[config.mk]
export PLATFORM = sky130hd
export DESIGN_NAME = lab1_sys_buttons_ctrl
export DESIGN_NICKNAME = d
export VERILOG_FILES = /design/src/rtl/lab1_sys_buttons_ctrl.sv
export SDC_FILE = /design/constraint.sdc
export NUM_CORES = 1
export LEC_CHECK = 0
export CAP_MARGIN = 20
export CORE_AREA = 3 3 96 52
export CTS_CLUSTER_SIZE = 24
export DETAILED_ROUTE_END_ITERATION = 10
export DIE_AREA = 0 0 99 55
export PLACE_DENSITY = 0.7
export SYNTH_ARGS = -nofsm -noshare
export SYNTH_HDL_FRONTEND = slang
export SYNTH_HIERARCHICAL = 1
export SYNTH_SLANG_ARGS = --single-unit
[constraint.sdc]
create_clock -name clk -period 1.23 [get_ports clk]
set_input_delay 0.123 -clock clk [delete_from_list [all_inputs] [get_ports clk]]
set_output_delay 0.123 -clock clk [all_outputs]
set_load 0.03 [all_outputs]
[src/rtl/lab1_sys_buttons_ctrl.sv]
// Debounced push-button PIO with an Avalon-MM slave: data, raw, irqmask and edgecapture registers.
// Define LAB1_SYS_BUTTONS_DEBOUNCE_EN to build the per-bit debounce counters.

module lab1_sys_buttons_lane #(
  parameter int unsigned DEBOUNCE_CYCLES = 50000
) (
  input  logic clk,
  input  logic reset_n,
  input  logic pin_i,
  output logic sync_o,
  output logic db_o,
  output logic fall_o
);
  logic s1_q, s2_q, db_q, db_d;

  if (DEBOUNCE_CYCLES < 2) begin : g_bad_cycles
    $error("DEBOUNCE_CYCLES must be >= 2");
  end

  always_ff @(posedge clk) begin
    if (!reset_n) begin
      s1_q <= 1'b1;
      s2_q <= 1'b1;
      db_q <= 1'b1;
    end else begin
      s1_q <= pin_i;
      s2_q <= s1_q;
      db_q <= db_d;
    end
  end

`ifdef LAB1_SYS_BUTTONS_DEBOUNCE_EN
  localparam int unsigned CW = $clog2(DEBOUNCE_CYCLES);
  localparam logic [CW-1:0] LAST = CW'(DEBOUNCE_CYCLES - 1);
  logic [CW-1:0] cnt_q, cnt_d;

  // Any cycle where the synced level agrees with the accepted one restarts the count.
  always_comb begin
    cnt_d = '0;
    db_d  = db_q;
    if (s2_q != db_q) begin
      if (cnt_q == LAST) db_d  = s2_q;
      else               cnt_d = cnt_q + 1'b1;
    end
  end

  always_ff @(posedge clk) begin
    if (!reset_n) cnt_q <= '0;
    else          cnt_q <= cnt_d;
  end
`else
  assign db_d = s2_q;
`endif

  assign sync_o = s2_q;
  assign db_o   = db_q;
  assign fall_o = db_q & ~db_d;
endmodule

module lab1_sys_buttons_ctrl #(
  parameter int unsigned WIDTH           = 5,
  parameter int unsigned DEBOUNCE_CYCLES = 50000
) (
  input  logic             clk,
  input  logic             reset_n,
  input  logic [1:0]       address,
  input  logic             chipselect,
  input  logic             read,
  input  logic             write,
  input  logic [31:0]      writedata,
  output logic [31:0]      readdata,
  input  logic [WIDTH-1:0] in_port,
  output logic             irq
);
  logic [WIDTH-1:0] sync, db, fall;
  logic [WIDTH-1:0] mask_q, ec_q, ec_d;
  logic [31:0]      rdata_q, rd_mux;
  logic             irq_q, rd_en, wr_en;

  for (genvar i = 0; i < int'(WIDTH); i++) begin : g_lane
    lab1_sys_buttons_lane #(.DEBOUNCE_CYCLES(DEBOUNCE_CYCLES)) u_lane (
      .clk    (clk),
      .reset_n(reset_n),
      .pin_i  (in_port[i]),
      .sync_o (sync[i]),
      .db_o   (db[i]),
      .fall_o (fall[i])
    );
  end

  // A simultaneous read and write is dropped as a whole.
  assign rd_en = chipselect & read & ~write;
  assign wr_en = chipselect & write & ~read;

  always_comb begin
    rd_mux = '0;
    case (address)
      2'd0: rd_mux[WIDTH-1:0] = db;
      2'd1: rd_mux[WIDTH-1:0] = sync;
      2'd2: rd_mux[WIDTH-1:0] = mask_q;
      default: rd_mux[WIDTH-1:0] = ec_q;
    endcase
  end

  // Press is OR-ed in after the clear so it wins a same-cycle collision.
  always_comb begin
    ec_d = ec_q;
    if (wr_en && address == 2'd3) ec_d = ec_q & ~writedata[WIDTH-1:0];
    ec_d = ec_d | fall;
  end

  always_ff @(posedge clk) begin
    if (!reset_n) begin
      mask_q  <= '0;
      ec_q    <= '0;
      rdata_q <= '0;
      irq_q   <= 1'b0;
    end else begin
      ec_q  <= ec_d;
      irq_q <= |(ec_q & mask_q);
      if (wr_en && address == 2'd2) mask_q <= writedata[WIDTH-1:0];
      if (rd_en) rdata_q <= rd_mux;
    end
  end

  assign readdata = rdata_q;
  assign irq      = irq_q;
endmodule

==> results of run 1 <==
## cells in the mapped netlist
master / count
a21boi_0: 1
a21boi_1: 5
a222oi_1: 1
a22oi_1: 1
a31oi_1: 5
and2_1: 1
and3b_1: 1
and4b_1: 1
buf_2: 3
buf_4: 27
buf_6: 2
clkbuf_1: 1
conb_1: 1
dfxtp_1: 31
inv_1: 5
mux4_1: 1
mux4_2: 4
nand2_1: 5
nand2b_1: 15
nand3b_1: 5
nand4b_1: 1
nor2b_1: 5
o21a_1: 5
o21ai_0: 5
o2bb2ai_1: 5
## where the power goes
part / total, uW / switching [uW] / internal, uW
combinational: 313 / 193 / 120
sequential: 1060 / 21.1 / 1040
clock: 803 / 365 / 438
## cell usage in the layout, fill, tap and decap left out, drive strengths merged
cell           Yosys  routed
nand4b             1       1
nand2b            15      15
and4b              1       1
dfxtp             31      31
o2bb2ai            5       5
inv                5       5
a222oi             1       1
clkbuf             1       6
a31oi              5       5
o21a               5       5
o21ai              5       5
a21boi             6       6
buf               32       9
conb               1      27
clkinv             0       1
and3b              1       1
clkdlybuf4s50      0      15
dlygate4sd2        0       7
a22oi              1       1
nand2              5       5
mux4               5       5
and2               1       1
nand3b             5       5
nor2b              5       5
## worst register-to-register path: cells and delay by family (launching register included)
family             cells  cell delay (ns)
muxes                  1             0.51
DFF                    1             0.33
AOI/OAI and AO/OA      1             0.14
## sequential cells by signal (all words and copies together), names as in the netlist
name,cells
ec_q,5
g_lane.u_lane/db_o,5
g_lane.u_lane/s1_q,5
g_lane.u_lane/sync_o,5
mask_q,5
readdata,5
irq,1
## kinds of logic after synthesis
kind of cell | synth area share (%)
and+or+nand+nor | 15.2
AOI/OAI and AO/OA | 14.1
muxes | 8.20
buffers and inverters | 18.5
other | 0.264
DFF | 43.7
## worst max-delay path by stage
stage / startpoint / end / cells past startpoint / slack [ns]
after global routing: readdata[4] / readdata[4] / 1 / 0.03
after CTS: readdata[2] / readdata[2] / 1 / 0.06
final: readdata[2] / readdata[2] / 1 / 0.07
after detailed placement: address[0] / readdata[1] / 4 / -0.35
after floorplan: g_lane[3].u_lane/sync_o / readdata[3] / 2 / 0.22
after global placement: address[0] / readdata[1] / 4 / -0.31
## cell type report
class	count	area, sq um
clock buffer	6	82.6
clock inverter	1	5.00
fill	445	2560
inverter	5	18.8
multi-input combinational	94	633
sequential	31	621
tap	57	71.3
timing repair buffer	31	283
## metal layers
metal	wire length, um	share of wire, %
met5	0	0
met2	1140	41
met4	40	1.4
met3	200	7.2
met1	1390	50
## per-stage QoR
stage	instances	total power, uW	hold WS, ns	setup WS (ns)	setup TNS, ns
3_5_place_dp	218	1400	0.391	-0.352	-2.93
3_3_place_gp	218	1400	0.388	-0.314	-2.68
2_1_floorplan	163	1360	0.196	0.219	0
6_report	225	2180	0.398	0.0652	0
5_1_grt	225	2280	0.408	0.0272	0
4_1_cts	225	2210	0.385	0.0565	0
==> results_dict.tcl, run 1 <==
set metrics [dict create \
    outcome "finished, final reports clean" \
    die_h_um 55 \
    reg2reg_slack_ns 0.15 \
    htreeDepth 2 \
    path_cells "dlygate4sd2_1" \
    holdBufCountCts 0 \
    setup_viol 0 \
    root_buffer "clkbuf_8" \
    final.period_utilization_pct 94.7 \
    dpl-instance-area_sq_um 1630 \
    track_usage_pct 10.7 \
    p_leak_uw 0.000703 \
    worstRegToRegCells 2 \
    grt_pass1_wl_um 4200 \
    numCtsBuffers 5 \
    totalWireLength_um 2770 \
    coreArea_sq_um 4280 \
    path_delay_family "buffers and inverters" \
    area_growth_pct 20.8 \
    clk_pin_slew_worst_paths_ns 0.07 \
    dpl.hpwl_um 2150 \
    rsz0062_at_grt "no" \
    finalWeightedCongestion 0.834 \
    final_hold_viol_count 0 \
    clk_path_buf_depth 2 \
    syn_inst 137 \
    worstHoldEndpoint "g_lane[2].u_lane/s1_q" \
    synth_top_area_share_pct 43.7 \
    post-route-min-period_ns 1.16 \
    layout-drive-gt1-share_pct 11.9 \
    powerDensity_nw_per_um2 1270 \
    reg2reg_from "g_lane[3].u_lane/sync_o" \
    fin_skew_ns 0.00683 \
    min_path_cells 2 \
    drc_errors 0 \
    clk_latency_ns 0.28 \
    ys_ff_latch 31 \
    layout.nets 212 \
    routed-via-count 962 \
    cap_violations 0 \
    cts.sinks 31 \
    ys_top_cells_by_area "dfxtp_1 (44%), buf_4 (14%), nand2b_1 (6.6%)" \
    vias_per_cell 4.28 \
    worstPathArrival_ns 1.04 \
    seq_area_frac_synth_pct 43.7 \
    final_util_pct 40.1 \
    die_w_um 99 \
    synth-warning-count 6 \
    ant_nets 0 \
    initial_utilization_pct 33.2 \
    die_area_sq_um 5450 \
    hold_path_startpoint "in_port[2]" \
    cts_tree "built" \
    critPathCaptureType "output port" \
    worstSetupPathType "reg -> out" \
    synth_top_area_cell "dfxtp_1" \
    ios 77 \
    diodes 0 \
    grt_util_met3_pct 4.38 \
    fin_area_sq_um 1710 \
    port_buffers 22 \
    drv_slew 0 \
    max_freq_mhz 859 \
    critPathMaxStageDelay_ns 0.41 \
    synth_cell_types 25 \
    wl_per_cell_um 12.3 \
    hp-class "in -> reg" \
    grt_start_max_net_pins 14 \
    grt_antenna_before_repair 0 \
    post_cts_buffers 0 \
    worst-path-buf-inv 1 \
    dr.pass1.iters 4 \
    top_usage_layer "met2" \
    use_met2_pct 14.6 \
    crit_path_start_kind "flop" \
    syn_area_per_cell_sq_um 10.4 \
    std_cell_rows 17 \
    rr_endpoint "readdata[3]" \
    critPathSlowestCell "dlygate4sd2_1" \
    cts_repair_resize_count 8 \
    crit_path_max_fanout 2 \
    grt.overflow.total 0 \
    gr-usage-met1_pct 14.5 \
    drt-initial-drc-count 26 \
    grt_pass1_vias 825 \
    required_ns 1.11 \
    synth_area_sq_um 1420 \
    ir_worst_vdd_uv 525 \
]
No activity file was read; power rests on OpenSTA's default activity.
==> run 2, diff against run 1 <==
--- a/config.mk
+++ b/config.mk
@@ -7,6 +7,7 @@
 export LEC_CHECK = 0
 export CAP_MARGIN = 20
 export CORE_AREA = 3 3 96 52
+export CTS_CLUSTER_DIAMETER = 200
 export CTS_CLUSTER_SIZE = 24
 export DETAILED_ROUTE_END_ITERATION = 10
 export DIE_AREA = 0 0 99 55
==> results of run 2 <==
The final DEF is identical to that of run 1; final timing and power are the same.
==> run 3, diff against run 2 <==
--- a/config.mk
+++ b/config.mk
@@ -5,6 +5,7 @@
 export SDC_FILE = /design/constraint.sdc
 export NUM_CORES = 1
 export LEC_CHECK = 0
+export ABC_CLOCK_PERIOD_IN_PS = 1230
 export CAP_MARGIN = 20
 export CORE_AREA = 3 3 96 52
 export CTS_CLUSTER_DIAMETER = 200
==> results of run 3 <==
The final DEF is identical to that of run 1; final timing and power are the same.
